### src/rtl/frame_bank_writer.sv
// Write side of the ping-pong frame BRAM: fills the bank not being read with one raster frame,
// then swaps banks once the reader has released the other one.
module frame_bank_writer #(
  parameter int unsigned F_SIZE     = 307200,
  parameter int unsigned ADDR_FRAME = 19,
  parameter int unsigned DATA_WIDTH = 8,
  parameter int unsigned NUM_IMG    = 10
) (
  input  logic                  clk,
  input  logic                  arst,
  input  logic                  in_valid,
  output logic                  in_ready,
  input  logic                  in_sof,
  input  logic [DATA_WIDTH-1:0] in_pixel,
  output logic                  wr_en_o,
  output logic                  wr_bank_o,
  output logic [ADDR_FRAME-1:0] wr_addr_o,
  output logic [DATA_WIDTH-1:0] wr_data_o,
  output logic                  rd_bank_o,
  output logic                  swap_o,
  input  logic                  rd_done_i,
  output logic [3:0]            image_num_o,
  output logic                  resync_o
);

  localparam logic [ADDR_FRAME-1:0] LAST_ADDR = ADDR_FRAME'(F_SIZE - 1);
  localparam logic [3:0]            IMG_LAST  = 4'(NUM_IMG - 1);

  typedef enum logic [1:0] {
    IDLE,
    FILL,
    WAIT_RD,
    SWAP
  } state_t;

  state_t                  state;
  state_t                  state_next;
  logic [ADDR_FRAME-1:0]   addr;
  logic [ADDR_FRAME-1:0]   addr_next;
  logic [ADDR_FRAME-1:0]   idx;
  logic                    rd_busy;
  logic                    transfer;
  logic                    accept;
  logic                    resync_hit;
  logic                    last;

  assign transfer  = in_valid & in_ready;
  assign rd_bank_o = ~wr_bank_o;

  always_ff @(posedge clk or posedge arst) begin
    if (arst) begin
      state <= IDLE;
    end else begin
      state <= state_next;
    end
  end

  // idx is the address the accepted pixel lands on; a mid-frame sof restarts it at 0.
  always_comb begin
    state_next = state;
    addr_next  = addr;
    idx        = addr;
    accept     = 1'b0;
    resync_hit = 1'b0;
    last       = 1'b0;
    case (state)
      IDLE: begin
        if (transfer && in_sof) begin
          accept = 1'b1;
          idx    = '0;
        end
      end
      FILL: begin
        if (transfer) begin
          accept = 1'b1;
          if (in_sof && (addr != '0)) begin
            resync_hit = 1'b1;
            idx        = '0;
          end
        end
      end
      WAIT_RD: begin
        if (!rd_busy) begin
          state_next = SWAP;
        end
      end
      SWAP: begin
        state_next = IDLE;
        addr_next  = '0;
      end
      default: begin
        state_next = IDLE;
        addr_next  = '0;
      end
    endcase
    if (accept) begin
      last = (idx == LAST_ADDR);
      if (last) begin
        addr_next  = idx;
        state_next = rd_busy ? WAIT_RD : SWAP;
      end else begin
        addr_next  = idx + 1'b1;
        state_next = FILL;
      end
    end
  end

  always_ff @(posedge clk or posedge arst) begin
    if (arst) begin
      addr        <= '0;
      in_ready    <= 1'b0;
      wr_en_o     <= 1'b0;
      wr_bank_o   <= 1'b0;
      wr_addr_o   <= '0;
      wr_data_o   <= '0;
      swap_o      <= 1'b0;
      resync_o    <= 1'b0;
      image_num_o <= '0;
      rd_busy     <= 1'b0;
    end else begin
      addr     <= addr_next;
      in_ready <= (state_next == IDLE) || (state_next == FILL);
      wr_en_o  <= accept;
      if (accept) begin
        wr_addr_o <= idx;
        wr_data_o <= in_pixel;
      end
      swap_o   <= (state_next == SWAP);
      resync_o <= resync_hit;
      // Bank toggles on leaving SWAP, so the final write of a frame still hits the old bank.
      if (state == SWAP) begin
        wr_bank_o   <= ~wr_bank_o;
        image_num_o <= (image_num_o == IMG_LAST) ? 4'd0 : image_num_o + 4'd1;
        rd_busy     <= 1'b1;
      end else if (rd_done_i) begin
        rd_busy <= 1'b0;
      end
    end
  end

endmodule

### config.mk
export PLATFORM = sky130hd
export DESIGN_NAME = frame_bank_writer
export DESIGN_NICKNAME = d
export VERILOG_FILES = /design/src/rtl/frame_bank_writer.sv
export SDC_FILE = /design/constraint.sdc
export NUM_CORES = 1
export LEC_CHECK = 0
export CAP_MARGIN = 25
export CORE_UTILIZATION = 52
export DETAILED_ROUTE_END_ITERATION = 16
export GPL_TIMING_DRIVEN = 1
export PLACE_DENSITY = 0.81
export SLEW_MARGIN = 5
export SYNTH_ARGS = -nofsm -noshare
export SYNTH_HDL_FRONTEND = slang
export SYNTH_SLANG_ARGS = --single-unit
export TNS_END_PERCENT = 1
### constraint.sdc
create_clock -name clk -period 2.8 [get_ports clk]
set_input_delay 0.56 -clock clk [delete_from_list [all_inputs] [get_ports clk]]
set_output_delay 0.56 -clock clk [all_outputs]
set_load 0.01 [all_outputs]
# After elaboration in Yosys (flattened, before gate mapping)

Cells that the tools add are included.

Logic and storage cells: 51
Input port bits: 13
Flip-flop bits (word level): 58
Output and inout bits: 37

Equal/unequal tests: 7
Multiplexer cells: 21
Bitwise logic cells: 2
Add/subtract/negate cells: 2
Reductions and logical operators: 8

Operator list:

| operator                | count |
|---|---|
| $mux W19                | 6 |
| $pmux W19 S2            | 1 |
| $add A19 B1 Y19 const B | 1 |
| $eq A19 B19 Y1 const B  | 1 |
| $reduce_bool A19 Y1     | 1 |
| $mux W1                 | 8 |
| $eq A2 B2 Y1 const B    | 3 |
| $mux W2                 | 3 |
| $add A4 B1 Y4 const B   | 1 |
| $eq A2 B1 Y1 const B    | 2 |
| $eq A4 B4 Y1 const B    | 1 |
| $logic_not A2 Y1        | 2 |
| $mux W4                 | 1 |
| $pmux W2 S2             | 1 |
| $reduce_bool A2 Y1      | 2 |
| $logic_and A1 B1 Y1     | 2 |
| $pmux W1 S2             | 1 |
| $and A1 B1 Y1           | 1 |
| $logic_or A1 B1 Y1      | 1 |
| $not A1 Y1              | 1 |

# Logic depth before layout (Yosys ltp)

Gate-level depths: netlist (run 1).

Depth after elaboration: 10
Gate-level depth with buffers: 11
Depth with buffers taken out: 10

# Worst setup path before layout (run 1)

OpenSTA, ideal clock, no wires.

Path type: input-to-reg
From: input in_valid
To: register addr[5]
Setup slack: 0.225 ns
Data arrival time: 2.455 ns
Data required time: 2.680 ns
Buffers on the path: 1
Cell stages on the path: 9
Library setup time: 0.120 ns
Cells stage by stage: nand4b_1 -> clkbuf_1 -> and2_1 -> ha_1 -> and2_1 -> nand4_4 -> or3_4 -> a32o_1 -> a31o_1

Cells in the longest elaborated chain, start to end: 7
Elaborated cells on any way between the ends: 13
Those cells by class: add/sub: 1; eq/ne: 1; mux: 8; bitwise: 1; reduce/logical: 2

Ends and longest elaborated chain:

| element                                                  | RTL line | RTL |
|---|---|---|
| start: declaration                                       | 11       | `input logic in_valid,` |
| $and A1 B1 Y1 (*)                                        | 47       | `assign transfer = in_valid & in_ready;` |
| $logic_and A1 B1 Y1                                      | 68       | `if (transfer && in_sof) begin` |
| $mux W19                                                 | 68       |  |
| $pmux W19 S2 (*)                                         | 66       | `case (state)` |
| via idx[1]                                               | 40       | `logic [ADDR_FRAME-1:0] idx;` |
| $add A19 B1 Y19 / $eq A19 B19 Y1 (equally long branches) | 102, 97  |  |
| $mux W19 (*)                                             | 98       | `if (last) begin` |
| $mux W19 (*)                                             | 96       | `if (accept) begin` |
| end signal: assignment                                   | 121      | `addr <= addr_next;` |
| end: declaration                                         | 38       | `logic [ADDR_FRAME-1:0] addr;` |

The timed path passes the listed nets; every way through them passes the cells marked *.
A chain may end at the register's enable or synchronous reset.

# Final worst setup path (run 1)

From: input in_valid
To: register addr[3]

The elaborated chain is that of the path after synthesis.

==> results.sh, run 1 <==
export IMPL_min_path_type="register to register"
export IMPL_synth_edf_count=0
export IMPL_syn_area_sq_um=2830
export IMPL_critPathCaptureType="register"
export IMPL_path_cells="clkdlybuf4s50_1, nand4b_1, and2_1, ha_1, and2_1, and4_1, a21oi_2, nand2_1, o22ai_1"
export IMPL_drt_vias_per_instance=5.89
export IMPL_rsz0062_at_grt="false"
export IMPL_grt_use_met1_pct=35.0
export IMPL_yosys_register_bits=58
export IMPL_grt_pass1_vias=2310
export IMPL_hold_slack_ns=0.462
export IMPL_rows=26
export IMPL_clockBufferDepth=2
export IMPL_total_power_mw=1.97
export IMPL_drive_gt1_share_pct=10.4
export IMPL_cts_tree="done"
export IMPL_grtUsageMet3_pct=8.33
export IMPL_die_area_sq_um=5750
export IMPL_synth_top_cell_by_area="dfrtp_1"
export IMPL_layout_setup_ws_ns=0.333
export IMPL_leakage_nw=1.65
export IMPL_ctsResizeCount=0
export IMPL_startpoint_type="input port"
export IMPL_crit_path_max_fanout=6
export IMPL_post_dp_hpwl_microns=4770
export IMPL_initial_utilization_pct=54.8
export IMPL_overflow=0
export IMPL_path_class="input port to register"
export IMPL_top_usage_layer="met2"
export IMPL_path_buf_inv=1
export IMPL_clockRootBuffer="clkbuf_8"
export IMPL_diodes=0
export IMPL_synth_area_leaders="dfrtp_1, nand2_1, nand3_1"
export IMPL_final_hold_violation_count=0
export IMPL_yosys_top_cells_count="nand2_1, dfrtp_1, nand3_1"
export IMPL_cts_buffers=9
export IMPL_clk_latency_ns=0.34
export IMPL_syn_inst=303
export IMPL_path_clk_slew_ns=0.06
export IMPL_worst_pin_slew_ns=0.907
export IMPL_finalCritPeriodShare_pct=88.1
export IMPL_htreeDepth=3
export IMPL_antenna_found_initial=0
export IMPL_ys_seq_area_share_pct=51.2
export IMPL_cp_slowest_cell="clkdlybuf4s50_1"
export IMPL_gp_congestion=0.937
export IMPL_cts_hold_buf=0
export IMPL_seq_area_sq_um=1450
export IMPL_grt_max_degree=59
export IMPL_ys_warn_count=0
export IMPL_vias=2561
export IMPL_cts_sinks=58
export IMPL_routed_wl_microns=6880
export IMPL_drtAntennaViolNets=0
export IMPL_syn_avg_cell_area_sq_um=9.35
export IMPL_clock_fmax_mhz=405
export IMPL_cp_arrival_ns=2.72
export IMPL_grt_pass1_wl_microns=11200
export IMPL_fin_worst_skew_ns=0.00987
export IMPL_cts_setup_buffers=0
export IMPL_die_y_microns=75.8
export IMPL_final_core_util_pct=70.5
export IMPL_power_density_nw_per_um2=540
export IMPL_post_place_ws_ns=0.0206
export IMPL_peakVddDrop_mv=0.468
export IMPL_nFillCells=414
export IMPL_synth_flop_cell="dfrtp_1"
export IMPL_cpLargestDelayFamily="simple AND/OR/NAND/NOR gates"
export IMPL_yosysMostFrequentCell="nand2_1"
export IMPL_met2_usage_pct=42.7
export IMPL_slew_viol_final=0
export IMPL_synth_nets=317
export IMPL_ys_async_sr_fraction_pct=100
export IMPL_path_common_cell="and2_1"
export IMPL_post_route_drc_count=0
export IMPL_drt_pass1_iterations=6
export IMPL_setup_viol=0
export IMPL_placed_area_sq_um=3450
export IMPL_wl_per_cell_microns=15.8
export IMPL_fin_crit_ns=2.47
export IMPL_core_sq_um=5170
export IMPL_maxSlewHeadroom_pct=39.5
export IMPL_port_buffers=49
export IMPL_regToRegSetupSlack_ns=0.50
export IMPL_tns_ns=0
export IMPL_drtIter0Drc=248
export IMPL_outcome="complete, no violations"
export IMPL_synth_top_area_share_pct=51.2
export IMPL_area_growth_pct=28.7
export IMPL_max_stage_delay_ns=0.50
export IMPL_critPathRequiredTime_ns=3.05
export IMPL_drv_cap=0
export IMPL_fin_cells=435
export IMPL_fp_dieW_microns=75.8
export IMPL_design_area_sq_um=3650
export IMPL_multiInputGateArea_sq_um=1260
export IMPL_ioPinCount=50
export IMPL_ys_types=49
export IMPL_grt_total_usage_pct=27.0
export IMPL_final_nets=374
export IMPL_dp_cells=419
-- flip-flops by register name, summed over array words and instances (netlist names) --
register / flops
addr: 19
image_num_o: 4
in_ready: 1
rd_busy: 1
resync_o: 1
state: 2
swap_o: 1
wr_addr_o: 19
wr_bank_o: 1
wr_data_o: 8
wr_en_o: 1
-- path summary, 6_finish.rpt --
path / from / endpoint / cells past startpoint
hold reg to reg: wr_addr_o[17]$_DFFE_PP0P_ / wr_addr_o[17]$_DFFE_PP0P_ / 2
min in group asynchronous: arst / resync_o$_DFF_PP0_ / 3
max in group asynchronous: arst / addr[0]$_DFFE_PP0P_ / 3
setup / recovery: in_valid / addr[3]$_DFFE_PP0P_ / 9
setup reg to reg: state[1]$_DFF_PP0_ / addr[3]$_DFFE_PP0P_ / 8
hold / removal: wr_addr_o[17]$_DFFE_PP0P_ / wr_addr_o[17]$_DFFE_PP0P_ / 2
-- cell families (layout without fill, tap and decap cells) --
family	Yosys count	after routing	synth area share, %
AND/OR/NAND/NOR	140	140	25.2
AO/OA/AOI/OAI	71	71	17.1
flip-flops	58	58	51.2
buffers and inverters	28	90	4.37
XOR/XNOR	4	4	1.24
adder cells (fa/ha/maj)	1	1	0.441
multiplexers	1	1	0.397
-- placed cells by master, fill, tap and decap left out, types with 2 or more instances in the layout --
| cell | count |
|---|---|
| nor4_1 | 7 |
| nor2b_1 | 3 |
| o22ai_1 | 3 |
| inv_1 | 10 |
| nand3_1 | 26 |
| o31ai_1 | 2 |
| and4_4 | 2 |
| nor3_1 | 6 |
| xnor2_1 | 4 |
| nand3b_1 | 2 |
| a21o_1 | 3 |
| clkdlybuf4s50_1 | 49 |
| o2111ai_1 | 3 |
| nand4_1 | 4 |
| clkbuf_1 | 3 |
| nand2_1 | 67 |
| buf_4 | 13 |
| nor2_1 | 5 |
| a31oi_1 | 13 |
| a21oi_1 | 7 |
| clkbuf_8 | 11 |
| a22o_1 | 6 |
| dfrtp_1 | 58 |
| o211ai_1 | 4 |
| and2_1 | 6 |
| a31o_1 | 2 |
| o21ai_0 | 15 |
| and3_1 | 3 |
| o211a_1 | 2 |
| a32o_1 | 2 |
-- per-layer routing --
| layer | routed length, microns | vias to the layer above | share of wire (%) |
|---|---|---|---|
| met1 | 2980 | 1218 | 43 |
| met5 | 0 | - | 0 |
| met2 | 3290 | 112 | 48 |
| li1 | - | 1215 | - |
| met3 | 444 | 16 | 6.5 |
| met4 | 159 | 0 | 2.3 |
-- worst min-delay path: stages (launching register included) --
cell     delay (ns)
dfrtp_1        0.34
nand2_1        0.05
nand2_1        0.05
-- power breakdown --
| part | switching, mW | internal [mW] | total, mW |
|---|---|---|---|
| sequential | 0.0399 | 0.878 | 0.918 |
| clock | 0.319 | 0.459 | 0.778 |
| combinational | 0.147 | 0.128 | 0.274 |
-- layout make-up --
class	count	share of cell area [%]
repair buffers	63	16.7
inverters	11	1.13
flip-flops and latches	58	39.8
clock inverters	2	0.960
clock buffers	14	4.46
well taps	70	2.40
multi-input cells	217	34.6
No activity file was read; power rests on OpenSTA's default activity.
==> run 2: changes to the inputs <==
==> constraint.sdc (replaced) <==
create_clock -name clk -period 2.7 [get_ports clk]
set_input_delay 0.54 -clock clk [delete_from_list [all_inputs] [get_ports clk]]
set_output_delay 0.54 -clock clk [all_outputs]
set_load 0.01 [all_outputs]
==> results.sh, run 2 (synthesized netlist as in run 1, its figures left out) <==
export IMPL_drtIter0Drc=203
export IMPL_leakage_nw=1.67
export IMPL_peakVddDrop_mv=0.392
export IMPL_finalCritPeriodShare_pct=91.7
export IMPL_post_dp_hpwl_microns=4990
export IMPL_grt_total_usage_pct=28.8
export IMPL_clockRootBuffer="clkbuf_8"
export IMPL_holdPathStages=2
export IMPL_slew_viol_final=0
export IMPL_nFillCells=416
export IMPL_wl_per_cell_microns=16.1
export IMPL_mostFrequentLayoutCells="nand2_1, dfrtp_1, clkdlybuf4s50_1"
export IMPL_hold_end="wr_addr_o[13]$_DFFE_PP0P_"
export IMPL_post_route_drc_count=0
export IMPL_area_growth_pct=29.7
export IMPL_worst_pin_slew_ns=0.982
export IMPL_drv_cap=0
export IMPL_drive_gt1_share_pct=11.7
export IMPL_final_common_cell="nand2_1"
export IMPL_core_sq_um=5170
export IMPL_grt_pass1_wl_microns=12000
export IMPL_maxSlewHeadroom_pct=34.5
export IMPL_top_regs="addr (19), wr_addr_o (19), wr_data_o (8)"
export IMPL_htreeDepth=3
export IMPL_critPathRequiredTime_ns=2.93
export IMPL_cts_hold_buf=0
export IMPL_drt_vias_per_instance=5.79
export IMPL_total_power_mw=1.98
export IMPL_grt_max_degree=39
export IMPL_clock_fmax_mhz=404
export IMPL_port_buffers=49
export IMPL_final_core_util_pct=71.1
export IMPL_final_nets=378
export IMPL_cts_setup_buffers=0
export IMPL_rsz0062_at_grt="false"
export IMPL_ioPinCount=50
export IMPL_cts_sinks=58
export IMPL_clk_latency_ns=0.34
export IMPL_setup_viol=0
export IMPL_crit_path_max_fanout=7
export IMPL_min_path_type="register to register"
export IMPL_drt_pass1_iterations=5
export IMPL_cts_buffers=9
export IMPL_r2r_end="swap_o$_DFF_PP0_"
export IMPL_gp_congestion=0.943
export IMPL_regToRegSetupSlack_ns=0.45
export IMPL_dp_cells=423
export IMPL_diodes=0
export IMPL_fp_dieW_microns=75.8
export IMPL_routed_wl_microns=7070
export IMPL_fin_cells=439
export IMPL_cts_tree="done"
export IMPL_startpoint_type="input port"
export IMPL_cp_arrival_ns=2.71
export IMPL_rows=26
export IMPL_ctsResizeCount=0
export IMPL_hp_start="wr_addr_o[13]$_DFFE_PP0P_"
export IMPL_overflow=0
export IMPL_critPathCaptureType="register"
export IMPL_clockBufferDepth=2
export IMPL_drtAntennaViolNets=0
export IMPL_power_density_nw_per_um2=539
export IMPL_fin_crit_ns=2.48
export IMPL_path_clk_slew_ns=0.06
export IMPL_initial_utilization_pct=54.8
export IMPL_path_class="input port to register"
export IMPL_vias=2540
export IMPL_worstRegToRegCells=8
export IMPL_fin_worst_skew_ns=0.00578
export IMPL_regToRegStartpoint="in_ready$_DFF_PP0_"
export IMPL_antenna_found_initial=0
export IMPL_outcome="complete, no violations"
export IMPL_die_area_sq_um=5750
export IMPL_final_hold_violation_count=0
export IMPL_grt_pass1_vias=2485
export IMPL_die_y_microns=75.8
## run 2: worst max path at each step
stage,start,to,slack (ns),cells after the start
2_1_floorplan,in_valid,addr[5]$_DFFE_PP0P_,0.15,9
3_3_place_gp,in_valid,swap_o$_DFF_PP0_,-0.02,9
3_5_place_dp,in_valid,swap_o$_DFF_PP0_,-0.12,9
4_1_cts,in_valid,swap_o$_DFF_PP0_,0.25,9
5_1_grt,in_valid,swap_o$_DFF_PP0_,0.11,10
6_report,in_valid,swap_o$_DFF_PP0_,0.22,9
## run 2: per-layer routing
metal  GRT usage, %  vias to the layer above  routed length (microns)
met3           8.60                       16                      404
met5              0                        -                        0
met1           37.3                     1210                     3180
met4           10.9                        0                      123
met2           45.7                       93                     3370
li1               -                     1221                        -
## run 2: worst max-delay path: stages
cell	delay, ns
clkdlybuf4s50_1	0.43
nand4b_1	0.17
and2_1	0.18
ha_1	0.17
and2_1	0.20
and4_1	0.38
a21oi_2	0.14
a311o_1	0.35
and2_1	0.14
## run 2: stage by stage
stage               setup slack (ns)  instance area [sq um]  hold WS [ns]  TNS (ns)
floorplan                      0.145                   2830         0.480         0
global placement             -0.0213                   3490         0.448   -0.0379
detailed placement            -0.116                   3490         0.455    -0.645
CTS                            0.246                   3680         0.468         0
global route                   0.110                   3680         0.509         0
finish                         0.224                   3680         0.464         0
## run 2: final cells by class
cell class              count  area [sq um]  share of cell area (%)
clock buffers              14           173                    4.70
clock inverters             2          10.0                   0.272
inverters                  11          41.3                    1.12
multi-input cells         217          1260                    34.3
flip-flops and latches     58          1450                    39.5
well taps                  70          87.6                    2.38
repair buffers             67           651                    17.7
## run 2: power breakdown
group / switching (mW) / internal (mW)
clock: 0.330 / 0.406
sequential: 0.0429 / 0.910
combinational: 0.154 / 0.138
total: 0.527 / 1.45
==> run 3: changes to the inputs <==
--- a/config.mk
+++ b/config.mk
@@ -5,11 +5,12 @@
 export SDC_FILE = /design/constraint.sdc
 export NUM_CORES = 1
 export LEC_CHECK = 0
-export CAP_MARGIN = 25
 export CORE_UTILIZATION = 52
+export CTS_CLUSTER_SIZE = 8
 export DETAILED_ROUTE_END_ITERATION = 16
 export GPL_TIMING_DRIVEN = 1
 export PLACE_DENSITY = 0.81
+export SETUP_SLACK_MARGIN = 0.2
 export SLEW_MARGIN = 5
 export SYNTH_ARGS = -nofsm -noshare
 export SYNTH_HDL_FRONTEND = slang
==> results.sh, run 3 (synthesized netlist as in run 1, its figures left out) <==
export IMPL_outcome="complete, no violations"
export IMPL_fin_crit_ns=2.42
export IMPL_diodes=0
export IMPL_post_dp_hpwl_microns=5080
export IMPL_drtIter0Drc=305
export IMPL_post_place_ws_ns=-0.0622
export IMPL_layout_setup_ws_ns=0.278
export IMPL_cts_hold_buf=0
export IMPL_cts_buffers=9
export IMPL_drv_cap=0
export IMPL_clockRootBuffer="clkbuf_8"
export IMPL_hp_start="wr_addr_o[12]$_DFFE_PP0P_"
export IMPL_final_common_cell="nand2_1"
export IMPL_path_clk_slew_ns=0.06
export IMPL_grt_pass1_vias=2402
export IMPL_grt_total_usage_pct=27.4
export IMPL_final_nets=382
export IMPL_core_sq_um=5170
export IMPL_cts_sinks=58
export IMPL_holdPathStages=2
export IMPL_grt_pass1_wl_microns=11400
export IMPL_tns_ns=0
export IMPL_drive_gt1_share_pct=12.9
export IMPL_path_class="input port to register"
export IMPL_gp_congestion=0.956
export IMPL_cp_arrival_ns=2.65
export IMPL_clockBufferDepth=2
export IMPL_vias=2608
export IMPL_area_growth_pct=31.7
export IMPL_wl_per_cell_microns=16.2
export IMPL_crit_path_max_fanout=5
export IMPL_die_area_sq_um=5750
export IMPL_antenna_found_initial=0
export IMPL_fp_dieW_microns=75.8
export IMPL_initial_utilization_pct=54.8
export IMPL_regToRegSetupSlack_ns=0.40
export IMPL_rsz0062_at_grt="true"
export IMPL_peakVddDrop_mv=0.425
export IMPL_regToRegStartpoint="state[1]$_DFF_PP0_"
export IMPL_leakage_nw=1.69
export IMPL_setup_viol=0
export IMPL_fin_worst_skew_ns=0.0107
export IMPL_startpoint_type="input port"
export IMPL_drt_pass1_iterations=4
export IMPL_fin_cells=443
export IMPL_clk_latency_ns=0.34
export IMPL_final_hold_violation_count=0
export IMPL_dp_cells=427
export IMPL_total_power_mw=2.14
export IMPL_top_regs="addr (19), wr_addr_o (19), wr_data_o (8)"
export IMPL_mostFrequentLayoutCells="nand2_1, dfrtp_1, clkdlybuf4s50_1"
export IMPL_rows=26
export IMPL_post_route_drc_count=0
export IMPL_nFillCells=395
export IMPL_hold_end="wr_addr_o[12]$_DFFE_PP0P_"
export IMPL_drt_vias_per_instance=5.89
export IMPL_slew_viol_final=0
export IMPL_r2r_end="addr[5]$_DFFE_PP0P_"
export IMPL_port_buffers=49
export IMPL_final_core_util_pct=72.2
export IMPL_finalCritPeriodShare_pct=89.7
export IMPL_min_path_type="register to register"
export IMPL_worst_pin_slew_ns=0.923
export IMPL_die_y_microns=75.8
export IMPL_routed_wl_microns=7160
export IMPL_ioPinCount=50
export IMPL_htreeDepth=3
export IMPL_maxSlewHeadroom_pct=38.5
export IMPL_cts_tree="done"
export IMPL_critPathRequiredTime_ns=2.93
export IMPL_critPathCaptureType="register"
export IMPL_clock_fmax_mhz=413
export IMPL_grt_max_degree=39
export IMPL_power_density_nw_per_um2=572
export IMPL_drtAntennaViolNets=0
export IMPL_worstRegToRegCells=8
export IMPL_overflow=0
[run 3: repair_timing]
item	4_1_cts	5_1_grt
endpoints found under the setup margin	0	6
resized for setup	0	2
setup buffers	0	0
[run 3: area by class of cell]
| cell class | instances | area (sq um) | share of cell area, % |
|---|---|---|---|
| flip-flops and latches | 58 | 1450 | 38.9 |
| multi-input cells | 217 | 1260 | 33.9 |
| repair buffers | 71 | 668 | 17.9 |
| clock buffers | 12 | 145 | 3.89 |
| well taps | 70 | 87.6 | 2.35 |
| clock inverters | 4 | 75.1 | 2.01 |
| inverters | 11 | 41.3 | 1.11 |
[run 3: stage by stage]
step | hold WS, ns | instance area [sq um]
after global routing | 0.492 | 3730
after global placement | 0.453 | 3510
after CTS | 0.468 | 3730
after floorplan | 0.480 | 2840
final | 0.462 | 3730
after detailed placement | 0.455 | 3510
[run 3: where the power goes]
part / total (mW) / switching (mW) / internal, mW
clock network: 0.885 / 0.340 / 0.545
registers: 0.951 / 0.0407 / 0.910
logic: 0.301 / 0.158 / 0.142
total: 2.14 / 0.539 / 1.60
[run 3: worst max-delay path, cell delays in order]
cell	delay, ns
clkdlybuf4s50_1	0.43
nand4b_1	0.15
and2_1	0.18
ha_1	0.18
and2_1	0.20
nand4_4	0.14
or3_4	0.41
a32o_1	0.26
a31o_1	0.18
[run 3: how the worst max path moves through the flow]
stage,endpoint,start,slack [ns]
final,addr[5]$_DFFE_PP0P_,in_valid,0.28
after global routing,addr[5]$_DFFE_PP0P_,in_valid,0.18
after CTS,addr[5]$_DFFE_PP0P_,in_valid,0.27
after detailed placement,swap_o$_DFF_PP0_,in_valid,-0.06
after global placement,addr[5]$_DFFE_PP0P_,in_sof,0.01
after floorplan,addr[5]$_DFFE_PP0P_,in_valid,0.25
[run 3: metal layers]
| layer | global-route usage [%] | vias to the layer above | wire, microns |
|---|---|---|---|
| li1 | - | 1233 | - |
| met1 | 34.4 | 1249 | 3000 |
| met2 | 44.1 | 101 | 3460 |
| met3 | 6.75 | 25 | 427 |
| met4 | 14.0 | 0 | 268 |
| met5 | 0 | - | 0 |
